File: config.mk
export PLATFORM = sky130hd
export DESIGN_NAME = step_position_overlay
export DESIGN_NICKNAME = d
export VERILOG_FILES = /design/src/rtl/step_position_overlay.sv
export SDC_FILE = /design/constraint.sdc
export NUM_CORES = 1
export LEC_CHECK = 0
export CAP_MARGIN = 5
export CORE_MARGIN = 2
export CORE_UTILIZATION = 61
export CTS_BUF_LIST = sky130_fd_sc_hd__clkbuf_4
export CTS_CLUSTER_SIZE = 12
export DETAILED_ROUTE_END_ITERATION = 10
export PLACE_DENSITY = 0.93
export SYNTH_ARGS = -nofsm -noshare
export SYNTH_HDL_FRONTEND = slang
export SYNTH_SLANG_ARGS = --single-unit
File: constraint.sdc
create_clock -name clock -period 5.47 [get_ports clock]
set_input_delay 1.641 -clock clock [delete_from_list [all_inputs] [get_ports clock]]
set_output_delay 1.641 -clock clock [all_outputs]
set_load 0.01 [all_outputs]
File: src/rtl/step_position_overlay.sv
// Overlays a horizontal position gauge (border, fill, marker) on a DE/HSYNC/VSYNC RGB stream.
// Two-stage pipeline; the gauge position is latched at the vsync rise so frames never tear.
module step_position_overlay #(
  parameter int unsigned HACTIVE      = 1280,
  parameter int unsigned VACTIVE      = 720,
  parameter int unsigned BAR_Y        = 600,
  parameter int unsigned BAR_H        = 32,
  parameter int unsigned POS_BITS     = 12,
  parameter int unsigned MARKER_W     = 4,
  parameter logic [23:0] BAR_COLOR    = 24'h00ff00,
  parameter logic [23:0] MARKER_COLOR = 24'hff0000,
  parameter logic [23:0] BORDER_COLOR = 24'hffffff
) (
  input  logic                clock,
  input  logic                reset,
  input  logic [23:0]         in_data,
  input  logic                in_de,
  input  logic                in_hsync,
  input  logic                in_vsync,
  input  logic [POS_BITS-1:0] position,
  input  logic                position_valid,
  output logic [23:0]         out_data,
  output logic                out_de,
  output logic                out_hsync,
  output logic                out_vsync,
  output logic                frame_start
);

  localparam int unsigned XW = $clog2(HACTIVE);
  localparam int unsigned YW = $clog2(VACTIVE);
  localparam int unsigned PW = POS_BITS + $clog2(HACTIVE + 1);

  localparam logic [XW-1:0] XLast = XW'(HACTIVE - 1);
  localparam logic [YW-1:0] YLast = YW'(VACTIVE - 1);
  localparam logic [YW-1:0] YTop  = YW'(BAR_Y);
  localparam logic [YW-1:0] YBot  = YW'(BAR_Y + BAR_H - 1);
  localparam logic [XW:0]   MarkW = (XW + 1)'(MARKER_W);

  typedef enum logic [1:0] {ClsPass, ClsBorder, ClsMarker, ClsFill} cls_e;

  logic [XW-1:0]       x_q, x_d;
  logic [YW-1:0]       y_q, y_d;
  logic                locked_q, locked_d;
  logic [POS_BITS-1:0] pend_q, pend_d;
  logic [POS_BITS-1:0] disp_q, disp_d;
  logic [XW-1:0]       bar_len_q, bar_len_d;

  logic [23:0] data1_q, data2_q, data2_d;
  logic        de1_q, hs1_q, vs1_q;
  logic        de2_q, hs2_q, vs2_q;
  logic        fs_q, fs_d;
  cls_e        cls1_q, cls_d;

  logic vs_rise, de_fall, in_bar, mark_hit;

  // Stage-1 registers double as the previous-cycle copies used for edge detection.
  always_comb begin
    vs_rise = in_vsync & ~vs1_q;
    de_fall = de1_q & ~in_de;

    x_d = '0;
    if (in_de) begin
      x_d = (x_q == XLast) ? x_q : x_q + 1'b1;
    end

    y_d = y_q;
    if (vs_rise) begin
      y_d = '0;
    end else if (de_fall && (y_q != YLast)) begin
      y_d = y_q + 1'b1;
    end

    locked_d  = locked_q | vs_rise;
    pend_d    = position_valid ? position : pend_q;
    disp_d    = vs_rise ? pend_q : disp_q;
    // Full-width product, so bar_len stays within 0..HACTIVE-1.
    bar_len_d = XW'((PW'(disp_q) * PW'(HACTIVE)) >> POS_BITS);

    in_bar   = in_de & locked_q & (y_q >= YTop) & (y_q <= YBot);
    mark_hit = (x_q >= bar_len_q) && ({1'b0, x_q} < ({1'b0, bar_len_q} + MarkW));

    cls_d = ClsPass;
    if (in_bar) begin
      if ((y_q == YTop) || (y_q == YBot) || (x_q == '0) || (x_q == XLast)) begin
        cls_d = ClsBorder;
      end else if (mark_hit) begin
        cls_d = ClsMarker;
      end else if (x_q < bar_len_q) begin
        cls_d = ClsFill;
      end
    end
  end

  always_comb begin
    data2_d = data1_q;
    unique case (cls1_q)
      ClsBorder: data2_d = BORDER_COLOR;
      ClsMarker: data2_d = MARKER_COLOR;
      ClsFill:   data2_d = BAR_COLOR;
      default:   data2_d = data1_q;
    endcase
    fs_d = vs1_q & ~vs2_q;
  end

  always_ff @(posedge clock) begin
    if (reset) begin
      x_q       <= '0;
      y_q       <= '0;
      locked_q  <= 1'b0;
      pend_q    <= '0;
      disp_q    <= '0;
      bar_len_q <= '0;
      data1_q   <= '0;
      de1_q     <= 1'b0;
      hs1_q     <= 1'b0;
      vs1_q     <= 1'b0;
      cls1_q    <= ClsPass;
      data2_q   <= '0;
      de2_q     <= 1'b0;
      hs2_q     <= 1'b0;
      vs2_q     <= 1'b0;
      fs_q      <= 1'b0;
    end else begin
      x_q       <= x_d;
      y_q       <= y_d;
      locked_q  <= locked_d;
      pend_q    <= pend_d;
      disp_q    <= disp_d;
      bar_len_q <= bar_len_d;
      data1_q   <= in_data;
      de1_q     <= in_de;
      hs1_q     <= in_hsync;
      vs1_q     <= in_vsync;
      cls1_q    <= cls_d;
      data2_q   <= data2_d;
      de2_q     <= de1_q;
      hs2_q     <= hs1_q;
      vs2_q     <= vs1_q;
      fs_q      <= fs_d;
    end
  end

  assign out_data    = data2_q;
  assign out_de      = de2_q;
  assign out_hsync   = hs2_q;
  assign out_vsync   = vs2_q;
  assign frame_start = fs_q;

endmodule

==> results.py <==
metrics = {
    "status": {
        "status": "complete, no violations",
    },
    "grt": {
        "track_usage_pct": 26.3,
        "antenna_found_initial": 0,
        "overflow": 0,
        "grt_pass1_vias": 4118,
        "grt_pass1_wl_um": 18200,
        "grt_max_degree": 46,
    },
    "worst_setup_path": {
        "start_kind": "flop",
        "cp_max_fo": 1,
        "crit_buf_inv": 1,
        "crit_type": "reg -> out",
        "r2r_start": "bar_len_q[2]",
        "arrival_ns": 1.41,
        "reg2reg_depth": 12,
        "cp_num_cells": 1,
        "crit_chain": "clkdlybuf4s50_1",
        "cp_top_family": "buffers and inverters",
        "slowest_delay_ns": 0.55,
        "slowest_stage": "clkdlybuf4s50_1",
        "cp-end-kind": "output port",
        "r2r-end": "cls1_q[0]",
        "endpoint": "out_data[1]",
        "critical_path.startpoint": "out_data[1]",
        "r2r_slack_ns": 2.87,
        "cp.required_ns": 3.83,
    },
    "synth": {
        "synth_enable_flop_cells": 0,
        "synth_nets": 632,
        "ys_ff_latch": 114,
        "synth_ff_type": "dfxtp_1",
        "synth_area_per_cell_um2": 9.18,
        "synth_area_um2": 4990,
        "syn_inst": 543,
        "ys_warn_count": 0,
        "async_flop_share_pct": 0,
        "synth_cell_types": 47,
        "yosysSeqAreaShare_pct": 45.8,
    },
    "clock_network": {
        "post_cts_resized": 0,
        "cts.clk_slew.worst_paths_ns": 0.12,
        "cts-root-buf": "clkbuf_4",
        "ctsHtreeMaxLevel": 4,
        "clk_latency_ns": 0.51,
        "numCtsBuffers": 17,
        "hold_buffers": 0,
        "cts_tree": "built",
        "post_cts_buffers": 0,
        "clockBufferDepth": 2,
        "clock_sinks": 114,
    },
    "pwr": {
        "p_leak_nw": 2.50,
        "powerDensity_nw_per_um2": 287,
        "power_switching_w": 0.000428,
        "p_clk_share_pct": 41.4,
        "power.total_w": 0.00174,
        "pwr-share-seq_pct": 50.3,
        "internal-power_w": 0.00131,
        "combPwrFrac_pct": 8.3,
        "swShare_pct": 24.6,
        "ir_drop_mv": 0.235,
    },
    "floorplanning": {
        "dieHeight_um": 94.4,
        "rows": 32,
        "core_um2": 7810,
        "pin_count": 70,
        "die_x_um": 94.4,
        "dieArea_um2": 8920,
        "start_util_pct": 63.9,
    },
    "min_path": {
        "hp-class": "reg -> reg",
    },
    "placement": {
        "dp_hpwl_um": 7590,
        "place_congestion": 0.952,
        "port_buffers": 69,
    },
    "final_layout": {
        "final_core_util_pct": 77.5,
        "drive_above_1_share_pct": 6.58,
        "antennaDiodeCount": 0,
        "area_growth_pct": 21.4,
        "fin_nets": 699,
    },
    "drt": {
        "totalWireLength_um": 11000,
        "wl_per_cell_um": 15.1,
        "ant_nets": 0,
        "drt_iter0_markers": 270,
        "first_pass_iters": 4,
        "avgViaCountPerCell": 5.55,
        "remaining_drc_errors": 0,
        "vias": 4024,
    },
    "sta": {
        "setup_viol": 0,
        "fmax_mhz": 327,
        "timing.hold.ws_ns": 0.425,
        "final.min_clock_period_ns": 3.05,
        "worst_pin_slew_ns": 0.947,
        "slew_violations": 0,
        "tns_ns": 0,
        "hold_viol": 0,
        "rsz0062_at_grt": "false",
        "worst_clock_skew_ns": 0.0178,
        "relSlewSlack_pct": 36.9,
        "period_share_pct": 55.8,
    },
    "flow_run": {
        "drv_cap": 0,
    },
}
flip-flops by register name, indices dropped and copies added, names as in the netlist:
name,count
bar_len_q,11
data1_q,24
out_hsync,1
pend_q,12
out_data,24
hs1_q,1
frame_start,1
de1_q,1
y_q,10
disp_q,12
cls1_q,2
vs1_q,1
out_de,1
x_q,11
out_vsync,1
locked_q,1
layout by cell type (no fill, tap or decap), drive strengths merged, types with 17 or more instances in the layout:
cell	Yosys	final
a21oi	55	55
clkbuf	19	18
clkdlybuf4s50	0	68
dfxtp	114	114
ha	46	46
inv	33	37
nand2	57	57
nor2	54	54
nor2b	34	34
xnor2	17	17
power by group through the flow:
stage | Sequential, W | Combinational, W | Clock, W
floorplan | 0.000894 | 0.0000749 | 0
global placement | 0.000893 | 0.000134 | 0
detailed placement | 0.000894 | 0.000141 | 0
CTS | 0.000876 | 0.000143 | 0.000728
global route | 0.000879 | 0.000158 | 0.000772
finish | 0.000876 | 0.000144 | 0.000720
worst min-delay path by stage:
stage,startpoint,endpoint,slack [ns],cells after the start
finish,out_vsync,frame_start,0.43,1
global route,out_vsync,frame_start,0.44,1
CTS,out_vsync,frame_start,0.43,1
detailed placement,out_vsync,frame_start,0.41,1
global placement,out_vsync,frame_start,0.41,1
floorplan,hs1_q,out_hsync,0.41,1
synthesized netlist by cell type, types with 2 or more instances:
cell type / instances / share of area (%)
clkbuf_1: 19 / 1.4
a211oi_1: 5 / 0.75
dfxtp_1: 114 / 46
a21oi_1: 55 / 5.5
nand2b_1: 10 / 1.3
nor2b_1: 34 / 4.3
nor3_1: 5 / 0.50
nand2_1: 57 / 4.3
inv_1: 33 / 2.5
nand3_1: 15 / 1.5
ha_1: 46 / 12
o211ai_1: 2 / 0.30
nor2_1: 54 / 4.1
o21ai_0: 5 / 0.50
and3_1: 7 / 0.88
o21a_1: 3 / 0.45
xnor2_1: 17 / 3.0
nor3b_1: 2 / 0.30
xor2_1: 14 / 2.5
a31oi_1: 2 / 0.25
nand4_1: 4 / 0.50
nor4_1: 3 / 0.38
mux2i_1: 13 / 2.6
through the flow:
stage                     setup WS [ns]  instance area (um^2)  std cells
after CTS                          2.39                  6050        725
final                              2.42                  6050        725
after global routing               2.35                  6050        725
after detailed placement           2.24                  5720        693
after floorplan                    2.83                  4990        543
after global placement             2.33                  5720        693
cell type report:
cell class / count / area (um^2)
sequential: 114 / 2280
clock inverter: 14 / 203
timing repair buffer: 70 / 693
inverter: 33 / 124
tap: 102 / 128
clock buffer: 18 / 135
fill: 484 / 1750
multi-input combinational: 374 / 2490
routing by layer:
metal | track usage [%] | vias to the layer above | share of wire [%]
li1 | - | 1952 | -
met1 | 27.8 | 1888 | 38
met2 | 48.6 | 149 | 54
met3 | 7.74 | 35 | 4.9
met4 | 10.7 | 0 | 2.6
met5 | 0 | - | 0
logic make-up after synthesis:
logic type | after synthesis | synth area share, %
fa+ha+maj | 47 | 11.9
flops | 114 | 45.8
simple gates | 201 | 20.0
xor+xnor | 31 | 5.44
mux | 13 | 2.61
buf+inv | 55 | 4.31
compound gates | 82 | 9.93
No activity file was read; power rests on OpenSTA's default activity.
